===== src/rtl/ticktocktokens.sv =====
// ticktocktokens: array of eight token-counting event processors.
// Each processor collects tokens from its own ui_in pin and from the
// registered outputs of the processors its mask selects. When the
// count reaches the threshold, the processor fires: its output stays
// high for max(dur,1) ticks, and it ignores inputs for that time.
//
// Optional feature macro: LEAK_EN. When defined, an idle processor
// loses one count on every tick that brings it no tokens.
//
// Ports:
//   clk      tile clock
//   rst      synchronous active-high reset; clears state and configuration
//   ena      global enable; when low, nothing changes
//   ui_in    run mode: one external token per processor; program mode: write data
//   uio_in   control: [7] prog, [4:3] field select, [2:0] processor index
//   uo_out   registered active flag of each processor
//   uio_out  constant zero
//   uio_oe   constant zero (all bidirectional pins are inputs)
module ticktocktokens (
   input  logic       clk,
   input  logic       rst,
   input  logic       ena,
   input  logic [7:0] ui_in,
   input  logic [7:0] uio_in,
   output logic [7:0] uo_out,
   output logic [7:0] uio_out,
   output logic [7:0] uio_oe
);

   localparam int unsigned NUM_PROC = 8;
   localparam int unsigned CNT_W    = 4;
   localparam int unsigned SUM_W    = CNT_W + 1;
   localparam int unsigned IDX_W    = 3;

   localparam logic [1:0] FLD_THR  = 2'b00;
   localparam logic [1:0] FLD_DUR  = 2'b01;
   localparam logic [1:0] FLD_MASK = 2'b10;

   localparam logic [CNT_W-1:0] CNT_MAX = '1;

   logic [CNT_W-1:0]    thr      [NUM_PROC];
   logic [CNT_W-1:0]    dur      [NUM_PROC];
   logic [NUM_PROC-1:0] mask     [NUM_PROC];
   logic [CNT_W-1:0]    acc      [NUM_PROC];
   logic [CNT_W-1:0]    timer    [NUM_PROC];

   logic [CNT_W-1:0]    in_cnt   [NUM_PROC];
   logic [SUM_W-1:0]    sum_raw  [NUM_PROC];
   logic [CNT_W-1:0]    sum_sat  [NUM_PROC];
   logic [CNT_W-1:0]    acc_next [NUM_PROC];
   logic [NUM_PROC-1:0] fire     ;

   logic             prog;
   logic [1:0]       field;
   logic [IDX_W-1:0] idx;
   logic             unused_ctrl;

   assign prog        = uio_in[7];
   assign field       = uio_in[4:3];
   assign idx         = uio_in[IDX_W-1:0];
   assign unused_ctrl = ^uio_in[6:5];

   assign uio_out = 8'h00;
   assign uio_oe  = 8'h00;

   // Token count per processor: own pin plus masked, one-tick-old outputs.
   always_comb begin
      for (int i = 0; i < NUM_PROC; i++) begin
         in_cnt[i] = CNT_W'(ui_in[i]);
         for (int j = 0; j < NUM_PROC; j++) begin
            if (mask[i][j] && uo_out[j]) begin
               in_cnt[i] = in_cnt[i] + CNT_W'(1);
            end
         end
         sum_raw[i] = SUM_W'(acc[i]) + SUM_W'(in_cnt[i]);
         sum_sat[i] = (sum_raw[i] > SUM_W'(CNT_MAX)) ? CNT_MAX : sum_raw[i][CNT_W-1:0];
         fire[i]    = (thr[i] != '0) && (sum_sat[i] >= thr[i]);
`ifdef LEAK_EN
         if (in_cnt[i] == '0 && acc[i] != '0) begin
            acc_next[i] = acc[i] - CNT_W'(1);
         end else begin
            acc_next[i] = sum_sat[i];
         end
`else
         acc_next[i] = sum_sat[i];
`endif
      end
   end

   // Configuration writes and per-processor tick update.
   always_ff @(posedge clk) begin
      if (rst) begin
         uo_out <= '0;
         for (int i = 0; i < NUM_PROC; i++) begin
            thr[i]   <= '0;
            dur[i]   <= '0;
            mask[i]  <= '0;
            acc[i]   <= '0;
            timer[i] <= '0;
         end
      end else if (ena) begin
         if (prog) begin
            case (field)
               FLD_THR:  thr[idx]  <= ui_in[CNT_W-1:0];
               FLD_DUR:  dur[idx]  <= ui_in[CNT_W-1:0];
               FLD_MASK: mask[idx] <= ui_in;
               default:  ;
            endcase
         end else begin
            for (int i = 0; i < NUM_PROC; i++) begin
               if (uo_out[i]) begin
                  // Refractory: inputs dropped while the pulse runs.
                  if (timer[i] == CNT_W'(1)) begin
                     uo_out[i] <= 1'b0;
                     timer[i]  <= '0;
                  end else begin
                     timer[i]  <= timer[i] - CNT_W'(1);
                  end
               end else if (fire[i]) begin
                  uo_out[i] <= 1'b1;
                  timer[i]  <= (dur[i] == '0) ? CNT_W'(1) : dur[i];
                  acc[i]    <= '0;
               end else begin
                  acc[i]    <= acc_next[i];
               end
            end
         end
      end
   end

endmodule


===== config.mk =====
export PLATFORM = sky130hd
export DESIGN_NAME = ticktocktokens
export DESIGN_NICKNAME = d
export VERILOG_FILES = /design/src/rtl/ticktocktokens.sv
export SDC_FILE = /design/constraint.sdc
export NUM_CORES = 1
export LEC_CHECK = 0
export ABC_AREA = 1
export BUFFER_PORTS_ARGS = -buffer_cell sky130_fd_sc_hd__buf_2
export CELL_PAD_IN_SITES_DETAIL_PLACEMENT = 1
export CELL_PAD_IN_SITES_GLOBAL_PLACEMENT = 2
export CORE_MARGIN = 2
export CORE_UTILIZATION = 35
export CTS_CLUSTER_SIZE = 14
export DETAILED_ROUTE_END_ITERATION = 16
export PLACE_DENSITY_LB_ADDON = 0.1
export REMOVE_ABC_BUFFERS = 1
export SLEW_MARGIN = 10
export SYNTH_ARGS = -nofsm -noshare
export SYNTH_HDL_FRONTEND = slang
export SYNTH_SLANG_ARGS = --single-unit

===== constraint.sdc =====
create_clock -name clk -period 22 [get_ports clk]
set_input_delay 0 -clock clk [delete_from_list [all_inputs] [get_ports clk]]
set_output_delay 0 -clock clk [all_outputs]
set_load 0.005 [all_outputs]

Word level (Yosys, flattened, before mapping):

Memory sizes are Yosys's and may differ from the RTL's.
Cells that the tools add are included.

* bits in registers: 8
* bits in writable memories: 192
* input bits: 19
* output and inout port bits: 24
* logic and storage cells: 592
* memories: 5

Memories
* mask: words 8, width 8, read ports 8, clocked after Yosys merged registers in 0, wr ports 8, RTL line 43 `logic [NUM_PROC-1:0] mask [NUM_PROC];`
* acc: words 8, width 4, read ports 8, clocked after Yosys merged registers in 0, wr ports 8, RTL line 44 `logic [CNT_W-1:0] acc [NUM_PROC];`
* dur: words 8, width 4, read ports 8, clocked after Yosys merged registers in 0, wr ports 8, RTL line 42 `logic [CNT_W-1:0] dur [NUM_PROC];`
* thr: words 8, width 4, read ports 8, clocked after Yosys merged registers in 0, wr ports 8, RTL line 41 `logic [CNT_W-1:0] thr [NUM_PROC];`
* timer: words 8, width 4, read ports 8, clocked after Yosys merged registers in 0, wr ports 8, RTL line 45 `logic [CNT_W-1:0] timer [NUM_PROC];`

* add/sub/neg operators: 80
* magnitude comparators: 16
* equal/unequal tests: 10
* multiplexer cells: 346
* bitwise gates (word level): 41
* reduce and logical (&&, ||, !) cells: 93

Operators with widths (number)
* 2-to-1 mux 4 bit: 114
* adder 4 x 1 -> 4 bit, second input constant: 56
* 2-to-1 mux 1 bit: 220
* logical AND 1 bit: 72
* adder 4 x 4 -> 5 bit: 8
* > comparator 5 x 4 -> 1 bit, second input constant: 8
* OR 1 bit: 40
* == test 4 x 1 -> 1 bit, second input constant: 8
* greater-or-equal comparator 4 bit: 8
* zero test 4 bit: 8
* nonzero test 4 bit: 8
* subtractor 4 x 1 -> 4 bit, second input constant: 8
* adder 1 x 1 -> 2 bit, second input constant: 8
* 2-to-1 mux 2 bit: 8
* 2-to-1 mux 3 bit: 3
* 2-to-1 mux 8 bit: 1
* OR reduction 4 bit: 2
* OR reduction 8 bit: 1
* == test 2 x 1 -> 1 bit, second input constant: 1
* == test 2 bit, second input constant: 1
* zero test 2 bit: 1
* AND reduction 2 bit: 1
* inverter 1 bit: 1

Depth between registers and ports, before layout:

Gate-level depths: netlist (run 1).
An unclocked memory read counts as a cell.

* depth in word-level cells: 30
* depth in mapped cells: 48

Least setup slack after synthesis (run 1):

Ideal clock, no wire load.

* kind: flip-flop to flip-flop
* from: register uo_out[0]
* to: memory timer[1][0], in the netlist timer[0][4], enable pin
* data arrival time: 6698 ps
* slack: 14990 ps
* stages on the path, launching flop included: 42
* clock period less this slack: 7010 ps
* cells stage by stage: dfxtp_1 clkbuf_1 nand2_1 ha_1 inv_1 nand2_1 nand2_1 inv_1 ha_1 or2_2 and2_1 ha_1 nand2_1 nand2_1 ha_1 or2_2 nand2_1 inv_1 [... 6 more ...] nand2_1 ha_1 nand2_1 o21ai_0 fa_1 nand2_1 nand2_1 a21oi_1 nand2_1 ha_1 inv_1 nor2_1 o211ai_1 nand3_1 nand2_1 nor3_1 nand3_1 nand3_1

RTL lines
* start, declared: RTL line 25 `output logic [7:0] uo_out,`
* start signal, assigned: RTL line 93 `uo_out <= '0;`
* start signal, assigned by index: RTL line 114 `uo_out[i] <= 1'b0;`
* start signal, assigned by index: RTL line 120 `uo_out[i] <= 1'b1;`
* end, declared: RTL line 45

==> impl_metrics.ini, run 1 <==
[status]
status = completed

[critical_path]
critPathKind = register to register
worst_path_max_delay_cell = dfxtp_2
cp.required_ns = 22.14
crit_path_start_kind = register
worstPathMaxFanout = 27
worst-path-buf-inv = 5
critPathTopFamily = simple AND/OR/NAND/NOR gates
cp-end-kind = register
critical_path_arrival_ns = 7.83
path_common_cell = nand2_1
max_stage_delay_ns = 0.51

[sta]
grt_setup_unrepaired = false
fin_setup_tns_ns = 0
setup_viol = 0
max_freq_mhz = 130.0
worst_hold_slack_ns = 0.04386
slew_violations = 0
slew_headroom_pct = 24.38
finClkSkew_ns = 0.01394
hold_violations = 0
period_share_pct = 34.97
setup_slack_ns = 14.31
tightest_slew_ns = 1.133
min_period_ns = 7.694

[finish]
drive_gt1_share_pct = 7.689
fin_area_sq_um = 17150
fillers = 5681
synthToLayoutAreaGrowth_pct = 8.047
nets = 2318

[clocking]
htreeDepth = 4
cts_resized = 0
cts_num_sinks = 200
clock_path_buffers = 2
cts_setup_buffers = 0
path_clk_slew_ns = 0.07
cts_tree = done
numCtsBuffers = 17
insertion_delay_ns = 0.45
cts_hold_buf = 0
cts_root_buffer = clkbuf_16

[route]
avgViaCountPerCell = 4.864
routedWlPerCell_um = 15.52
drc_errors = 0
antenna_left = 0
vias = 13430
drt_iter0_markers = 517
routed_wl_um = 42840
dr.pass1.iters = 5

[power]
power-per-cell-area_nw_per_um2 = 76.89
p_leak_nw = 8.858
power_mw = 1.319
ir_drop_uv = 56.97

[place]
dp_hpwl_um = 32300
place.gp.congestion = 0.7655
placed_area_sq_um = 16620
numPortBuffers = 24
dp_slack_ns = 14.12

[yosys]
synth_largest_area_cell = edfxtp_1
synth_flop_cell = edfxtp_1
synth_cell_type_count = 44
syn-cell-area_sq_um = 15870
synth.most_common_cell = nand2_1
synth_cells = 2127
ys_top_cells_by_count = 581 x nand2_1, 345 x inv_1, 257 x nor2_1
synth.area.top_cells = edfxtp_1 36%, nand2_1 14%, ha_1 11%
yosys_warnings = 0
async_flop_share_pct = 0
ys_ff_latch = 200
syn_area_per_cell_sq_um = 7.463
synth_edf_count = 192
ys_seq_area_share_pct = 37.33
synth_top_area_share_pct = 36.32

[grt]
grt_pass1_wl_um = 71440
grt-ovfl-total = 0
antenna_found_initial = 3
grt_pass1_vias = 14050
grtUsageTotal_pct = 19.06
grt_max_degree = 47

[floorplan]
initial_utilization_pct = 35.21
die_y_um = 217.0
io-pin-count = 43
row_count = 78
die_area_sq_um = 47070
core_area_sq_um = 45090
die_w_um = 217.0

[worst_hold_path]
hp-class = primary input to register

[job]
max_cap_viol_count = 0
-- layout make-up --
class | instances | area (sq um) | area share [%]
antenna | 1 | 2.502 | 0.01459
clock buffer | 18 | 429.2 | 2.502
clock inverter | 13 | 96.34 | 0.5617
inverter | 361 | 1355 | 7.901
multi-input combinational | 1532 | 8388 | 48.91
sequential | 200 | 5927 | 34.56
tap | 600 | 750.7 | 4.377
timing repair buffer | 35 | 202.7 | 1.182
-- worst register-to-register path, delay by kind of cell (launching register included) --
family                     cells  cell delay, ns
and+or+nand+nor               23            3.14
adders and majority gates      8            2.39
DFF                            1            0.51
AOI/OAI and AO/OA              3            0.63
buffers and inverters          5            0.71
-- where the power goes --
group / internal (mW) / switching, mW
clock network: 0.146 / 0.151
logic: 0.191 / 0.351
registers: 0.453 / 0.0279
-- metrics by stage --
step | cells | utilization, %
2_1_floorplan | 2093 | -
3_3_place_gp | 2728 | 36.87
3_5_place_dp | 2728 | 36.87
4_1_cts | 2759 | 38.03
5_1_grt | 2760 | 38.04
6_report | 2760 | 38.04
-- state kept, by name (all words and copies together), names as in the netlist --
register and flops:
mask 64, acc 32, dur 32, thr 32, timer 32, uo_out 8
-- routing by layer --
metal	part of all wire, %	global-route usage [%]	wire [um]	up-vias
li1	-	-	-	6878
met1	47	24.51	20010	6410
met2	50	34.54	21300	101
met3	2.2	1.915	931	33
met4	1.3	3.950	574	4
met5	0.054	0	23	-
-- placed cells by master, fill, tap and decap left out, drive strengths merged, types with 8 or more instances in the layout --
master,Yosys,layout
o21ai,48,48
o22ai,28,28
edfxtp,192,192
clkbuf,22,18
clkinv,11,17
and2,8,8
xnor2,19,19
nand2,610,610
conb,1,16
ha,144,144
a31oi,19,19
dfxtp,8,8
o211ai,9,9
xor2,13,13
a21oi,42,42
nand3,222,222
nand4,16,16
nor2,258,258
or2,27,27
fa,8,8
inv,350,355
nor3,19,19
buf,27,35
-- final timing paths --
kind	from	to	slack, ns	cells past startpoint
max	uo_out[1]	timer[0][4]	14.31	39
min	rst	uo_out[6]	0.04	3
min reg2reg	dur[5][2]	timer[1][6]	0.58	2
max reg2reg	uo_out[1]	timer[0][4]	14.31	39
-- logic make-up after synthesis --
group           synth area share (%)
compound gates                 6.006
flops                          37.33
simple gates                   32.30
buf+inv                        10.22
fa+ha+maj                      12.36
other cells                  0.02362
xor+xnor                       1.766
Note: power is estimated with default switching activity, not from simulation.
==> inputs of run 2 (changes only) <==
- CORE_UTILIZATION: 35 -> 34
- clock period: 22 -> 6.99 ns (I/O delays scaled with it)
==> run 2 against run 1 <==
  * Routed wire length is 6.4% higher
  * Non-clock buffer count is 142 higher
  * Final cell count is 5.4% higher
  * Via count is 4.6% higher
  * Combinational power grew to 4.3 times the previous value
  * Sequential power grew to 3.1 times the previous value
  * Global-route usage is 0.22 points higher
==> impl_metrics.ini, run 2 (same netlist as run 1, synthesis figures left out) <==
[route]
drt_iter0_markers = 445
drc_errors = 0
routedWlPerCell_um = 15.67
vias = 14040
dr.pass1.iters = 4
antenna_left = 0
avgViaCountPerCell = 4.826
routed_wl_um = 45580

[power]
power_mw = 4.769
ir_drop_uv = 163.9
p_leak_nw = 9.700
power-per-cell-area_nw_per_um2 = 249.2

[finish]
fin_area_sq_um = 19140
final_common_cell = nand2_1
regMostFlops = mask
multi_input_area_sq_um = 9240
largest_register_ffs = 64
drive_gt1_share_pct = 20.24
synthToLayoutAreaGrowth_pct = 20.56
final-seq-area_sq_um = 5931
final_cell_mix = 526 x nand2_1, 339 x inv_1, 250 x nor2_1, 192 x edfxtp_1, 176 x nand3_1
diodes = 0
nets = 2460
final_util_pct = 41.28
fillers = 5691

[grt]
antenna_found_initial = 3
grt-ovfl-total = 0
grt_pass1_vias = 14450
grtUsageTotal_pct = 19.28
grt_max_degree = 57
grt_pass1_wl_um = 73430

[sta]
tightest_slew_ns = 1.115
max_freq_mhz = 149.9
slew_violations = 0
finClkSkew_ns = 0.01504
setup_viol = 0
hold_violations = 0
period_share_pct = 95.43
min_period_ns = 6.670
slew_headroom_pct = 25.40
fin_setup_tns_ns = 0

[critical_path]
path_common_cell = ha_1
cp-end-kind = register
worstPathMaxFanout = 6
r2r_setup_slack_ns = 0.32
critPathKind = register to register
max_stage_delay_ns = 0.47
worst_path_max_delay_cell = dfxtp_4
crit_path_start_kind = register
cp.required_ns = 7.26
critical_path_arrival_ns = 6.94

[floorplan]
die_w_um = 220.1
die_area_sq_um = 48430
core_area_sq_um = 46360
die_y_um = 220.1
io-pin-count = 43
initial_utilization_pct = 34.24
row_count = 79

[status]
status = completed

[clocking]
clock_path_buffers = 2
cts_num_sinks = 200
cts_tree = done
cts_root_buffer = clkbuf_16
insertion_delay_ns = 0.45
path_clk_slew_ns = 0.07
numCtsBuffers = 17
cts_hold_buf = 0
htreeDepth = 4

[worst_hold_path]
hp-class = primary input to register

[place]
place.gp.congestion = 0.8039
dp_hpwl_um = 34740
numPortBuffers = 24
placed_area_sq_um = 17580

[job]
max_cap_viol_count = 0
## run 2: final cells by class
cell class | instances | share of cell area, %
clock buffers | 19 | 2.262
clock inverters | 13 | 0.5361
inverters | 361 | 7.081
multi-input cells | 1532 | 48.28
flip-flops and latches | 200 | 30.99
well taps | 607 | 3.969
repair buffers | 177 | 6.878
## run 2: worst paths after layout
| check | from | endpoint | cells past startpoint |
|---|---|---|---|
| worst max-delay path | uo_out[0] | acc[1][11] | 39 |
| worst min-delay path | rst | uo_out[7] | 3 |
| worst max register to register | uo_out[0] | acc[1][11] | 39 |
| worst min register to register | dur[2][2] | timer[0][10] | 2 |
## run 2: where the power goes
| group | total (mW) | switching, mW | internal, mW |
|---|---|---|---|
| combinational | 2.31 | 1.33 | 0.978 |
| sequential | 1.51 | 0.0836 | 1.43 |
| clock | 0.952 | 0.463 | 0.489 |
## run 2: per-layer routing
metal,vias to the layer above,track usage [%],part of all wire (%),wire length [um]
met5,-,0,0.075,34
met2,84,35.96,51,23240
met3,34,2.043,1.6,734
met4,6,3.423,1.1,509
li1,7178,-,-,-
met1,6737,24.03,46,21060
## run 2: per-stage QoR
| step | instances | worst slack [ns] | hold slack [ns] |
|---|---|---|---|
| finish | 2909 | 0.3197 | 0.03371 |
| global placement | 2859 | -0.2130 | 0.4762 |
| CTS | 2892 | 0.009845 | 0.01506 |
| global route | 2909 | -0.06009 | 0.03420 |
| detailed placement | 2859 | -0.4360 | 0.4922 |
| floorplan | 2093 | -0.2761 | 0.1549 |
## run 2: repair_timing
action,in CTS,in global routing
endpoints found under the setup margin,97,104
resized for setup,21,188
pin swaps,1,65
buffers inserted,1,17
## run 2: worst max-delay path, delay by kind of cell (launching register included)
| family | cells | cell delay [ns] |
|---|---|---|
| AO/OA/AOI/OAI | 4 | 0.87 |
| XOR/XNOR | 1 | 0.08 |
| adder cells (fa/ha/maj) | 9 | 2.43 |
| buffers and inverters | 7 | 0.42 |
| flip-flops | 1 | 0.47 |
| AND/OR/NAND/NOR | 18 | 2.18 |
==> inputs of run 3 (changes only) <==
- ABC_AREA: 1 -> default
- CORE_UTILIZATION: 34 -> 35
==> run 3 against run 2 <==
  * Clock skew shrank 0.00081 ns
  * Register-to-register slack lost 0.16 ns
  * Core utilization grew 2.3 points
  * Count of clock-buffer cells in the layout up 2
  * Synthesized cell count shrank 26%
  * Worst setup slack got worse by 0.16 ns
  * Largest power group unchanged
==> impl_metrics.ini, run 3 <==
[sta]
period_share_pct = 97.65
finClkSkew_ns = 0.01423
worst_hold_slack_ns = 0.1818
min_period_ns = 6.826
setup_slack_ns = 0.1642
slew_headroom_pct = 26.19
max_freq_mhz = 146.5
hold_violations = 0
tightest_slew_ns = 1.102
slew_violations = 0
grt_setup_unrepaired = true
setup_viol = 0

[power]
ir_drop_uv = 179.8
p_leak_nw = 7.394
power-per-cell-area_nw_per_um2 = 237.0
power_mw = 4.426

[critical_path]
cp.required_ns = 7.29
timing.rr.end = acc[0][7]
worst_path_max_delay_cell = dfxtp_4
max_stage_delay_ns = 0.41
worstPathMaxFanout = 4
critPathLaunch = uo_out[0]
path_common_cell = ha_4
r2r_setup_slack_ns = 0.16
reg2reg_from = uo_out[0]
critPathKind = register to register
crit_path_start_kind = register
critical_path_arrival_ns = 7.13
cp-end-kind = register
worst-r2r-cell-count = 30

[grt]
grtUsageTotal_pct = 19.75
antenna_found_initial = 0
grt_max_degree = 41
grt_pass1_wl_um = 68630
grt-ovfl-total = 0
grt_pass1_vias = 12700

[clocking]
insertion_delay_ns = 0.45
htreeDepth = 4
clock_path_buffers = 2
cts_root_buffer = clkbuf_16
cts_tree = done
cts_hold_buf = 0
cts_num_sinks = 200
path_clk_slew_ns = 0.07
numCtsBuffers = 17

[floorplan]
die_area_sq_um = 44960
die_y_um = 212.0
core_area_sq_um = 42890
row_count = 76
die_w_um = 212.0
io-pin-count = 43
initial_utilization_pct = 35.32

[finish]
nets = 1903
final_common_cell = edfxtp_1
diodes = 0
final-seq-area_sq_um = 5931
regMostFlops = mask
multi_input_area_sq_um = 9470
synthToLayoutAreaGrowth_pct = 23.29
fillers = 4810
largest_register_ffs = 64
drive_gt1_share_pct = 25.04
final_cell_mix = 192 x edfxtp_1, 190 x buf_4, 149 x nor3_1, 133 x nand2_1, 120 x ha_1

[route]
drc_errors = 0
dr.pass1.iters = 5
routedWlPerCell_um = 18.76
antenna_left = 0
drt_iter0_markers = 545
vias = 12040
avgViaCountPerCell = 5.168
routed_wl_um = 43710

[worst_hold_path]
hp-class = primary input to register
hold_depth = 4
holdCritStartpoint = uio_in[7]
min_to = acc[1][6]

[yosys]
synth_cells = 1572
synth_cell_type_count = 69
synth_largest_area_cell = edfxtp_1
ys_seq_area_share_pct = 39.12
synth_edf_count = 192
ys_top_cells_by_count = 192 x edfxtp_1, 150 x nand2_1, 149 x nor3_1
synth_flop_cell = edfxtp_1
yosys_warnings = 0
ys_ff_latch = 200
synth_top_area_share_pct = 38.06
syn_area_per_cell_sq_um = 9.636
syn-cell-area_sq_um = 15150
synth.area.top_cells = edfxtp_1 38%, ha_1 12%, xnor2_1 6.4%
synth.most_common_cell = edfxtp_1
async_flop_share_pct = 0

[status]
status = completed

[place]
numPortBuffers = 24
dp_slack_ns = -0.4375
place.gp.congestion = 0.7797
dp_hpwl_um = 29990

[job]
max_cap_viol_count = 0
run 3: worst max-delay path by stage:
| stage | cells past startpoint | to | slack (ns) |
|---|---|---|---|
| floorplan | 29 | acc[0][6] | -0.80 |
| global placement | 31 | acc[0][6] | -0.22 |
| detailed placement | 30 | acc[0][6] | -0.44 |
| CTS | 30 | acc[0][7] | -0.08 |
| global route | 35 | acc[0][9] | -0.13 |
| finish | 30 | acc[0][7] | 0.16 |
run 3: stage by stage:
step	instance area [sq um]	utilization, %	setup TNS, ns	cells
6_report	18680	43.55	0	2330
5_1_grt	18680	43.55	-1.204	2330
4_1_cts	17710	41.30	-0.2741	2297
3_5_place_dp	16810	39.20	-16.14	2253
3_3_place_gp	16810	39.20	-4.645	2253
2_1_floorplan	14780	-	-9.200	1493
run 3: area by class of cell:
cell class | count | share of cell area, %
clock buffers | 21 | 2.466
clock inverters | 11 | 0.5963
inverters | 81 | 1.628
multi-input cells | 1212 | 50.71
flip-flops and latches | 200 | 31.76
well taps | 585 | 3.919
repair buffers | 220 | 8.924
run 3: worst max-delay path, delay by kind of cell, from the launching register on:
family / cells / cell delay, ns
multiplexers: 5 / 1.40
flip-flops: 1 / 0.41
AO/OA/AOI/OAI: 6 / 1.07
AND/OR/NAND/NOR: 8 / 1.30
adder cells (fa/ha/maj): 9 / 2.22
XOR/XNOR: 1 / 0.16
buffers and inverters: 1 / 0.11
run 3: layer usage:
| metal | part of all wire [%] | GRT usage [%] |
|---|---|---|
| met5 | 0 | 0 |
| met4 | 1.3 | 4.711 |
| met3 | 2.0 | 1.979 |
| met2 | 50 | 34.66 |
| met1 | 47 | 26.15 |
run 3: cell families after synthesis:
family	Yosys count	share of synthesized area (%)
XOR/XNOR	172	11.29
other	1	0.02476
AO/OA/AOI/OAI	260	11.00
multiplexers	19	1.379
buffers and inverters	175	4.799
AND/OR/NAND/NOR	593	19.43
adder cells (fa/ha/maj)	152	12.95
flip-flops	200	39.12
run 3: power by group:
part	total [mW]	switching, mW	internal, mW
Sequential	1.48	0.0687	1.41
Clock	0.996	0.479	0.518
Combinational	1.95	0.970	0.984
run 3: repair_timing:
item	CTS	global route
pin swaps	14	70
setup endpoints to repair	101	104
gates resized for setup	55	147
cloned	0	1
setup buffers	12	32
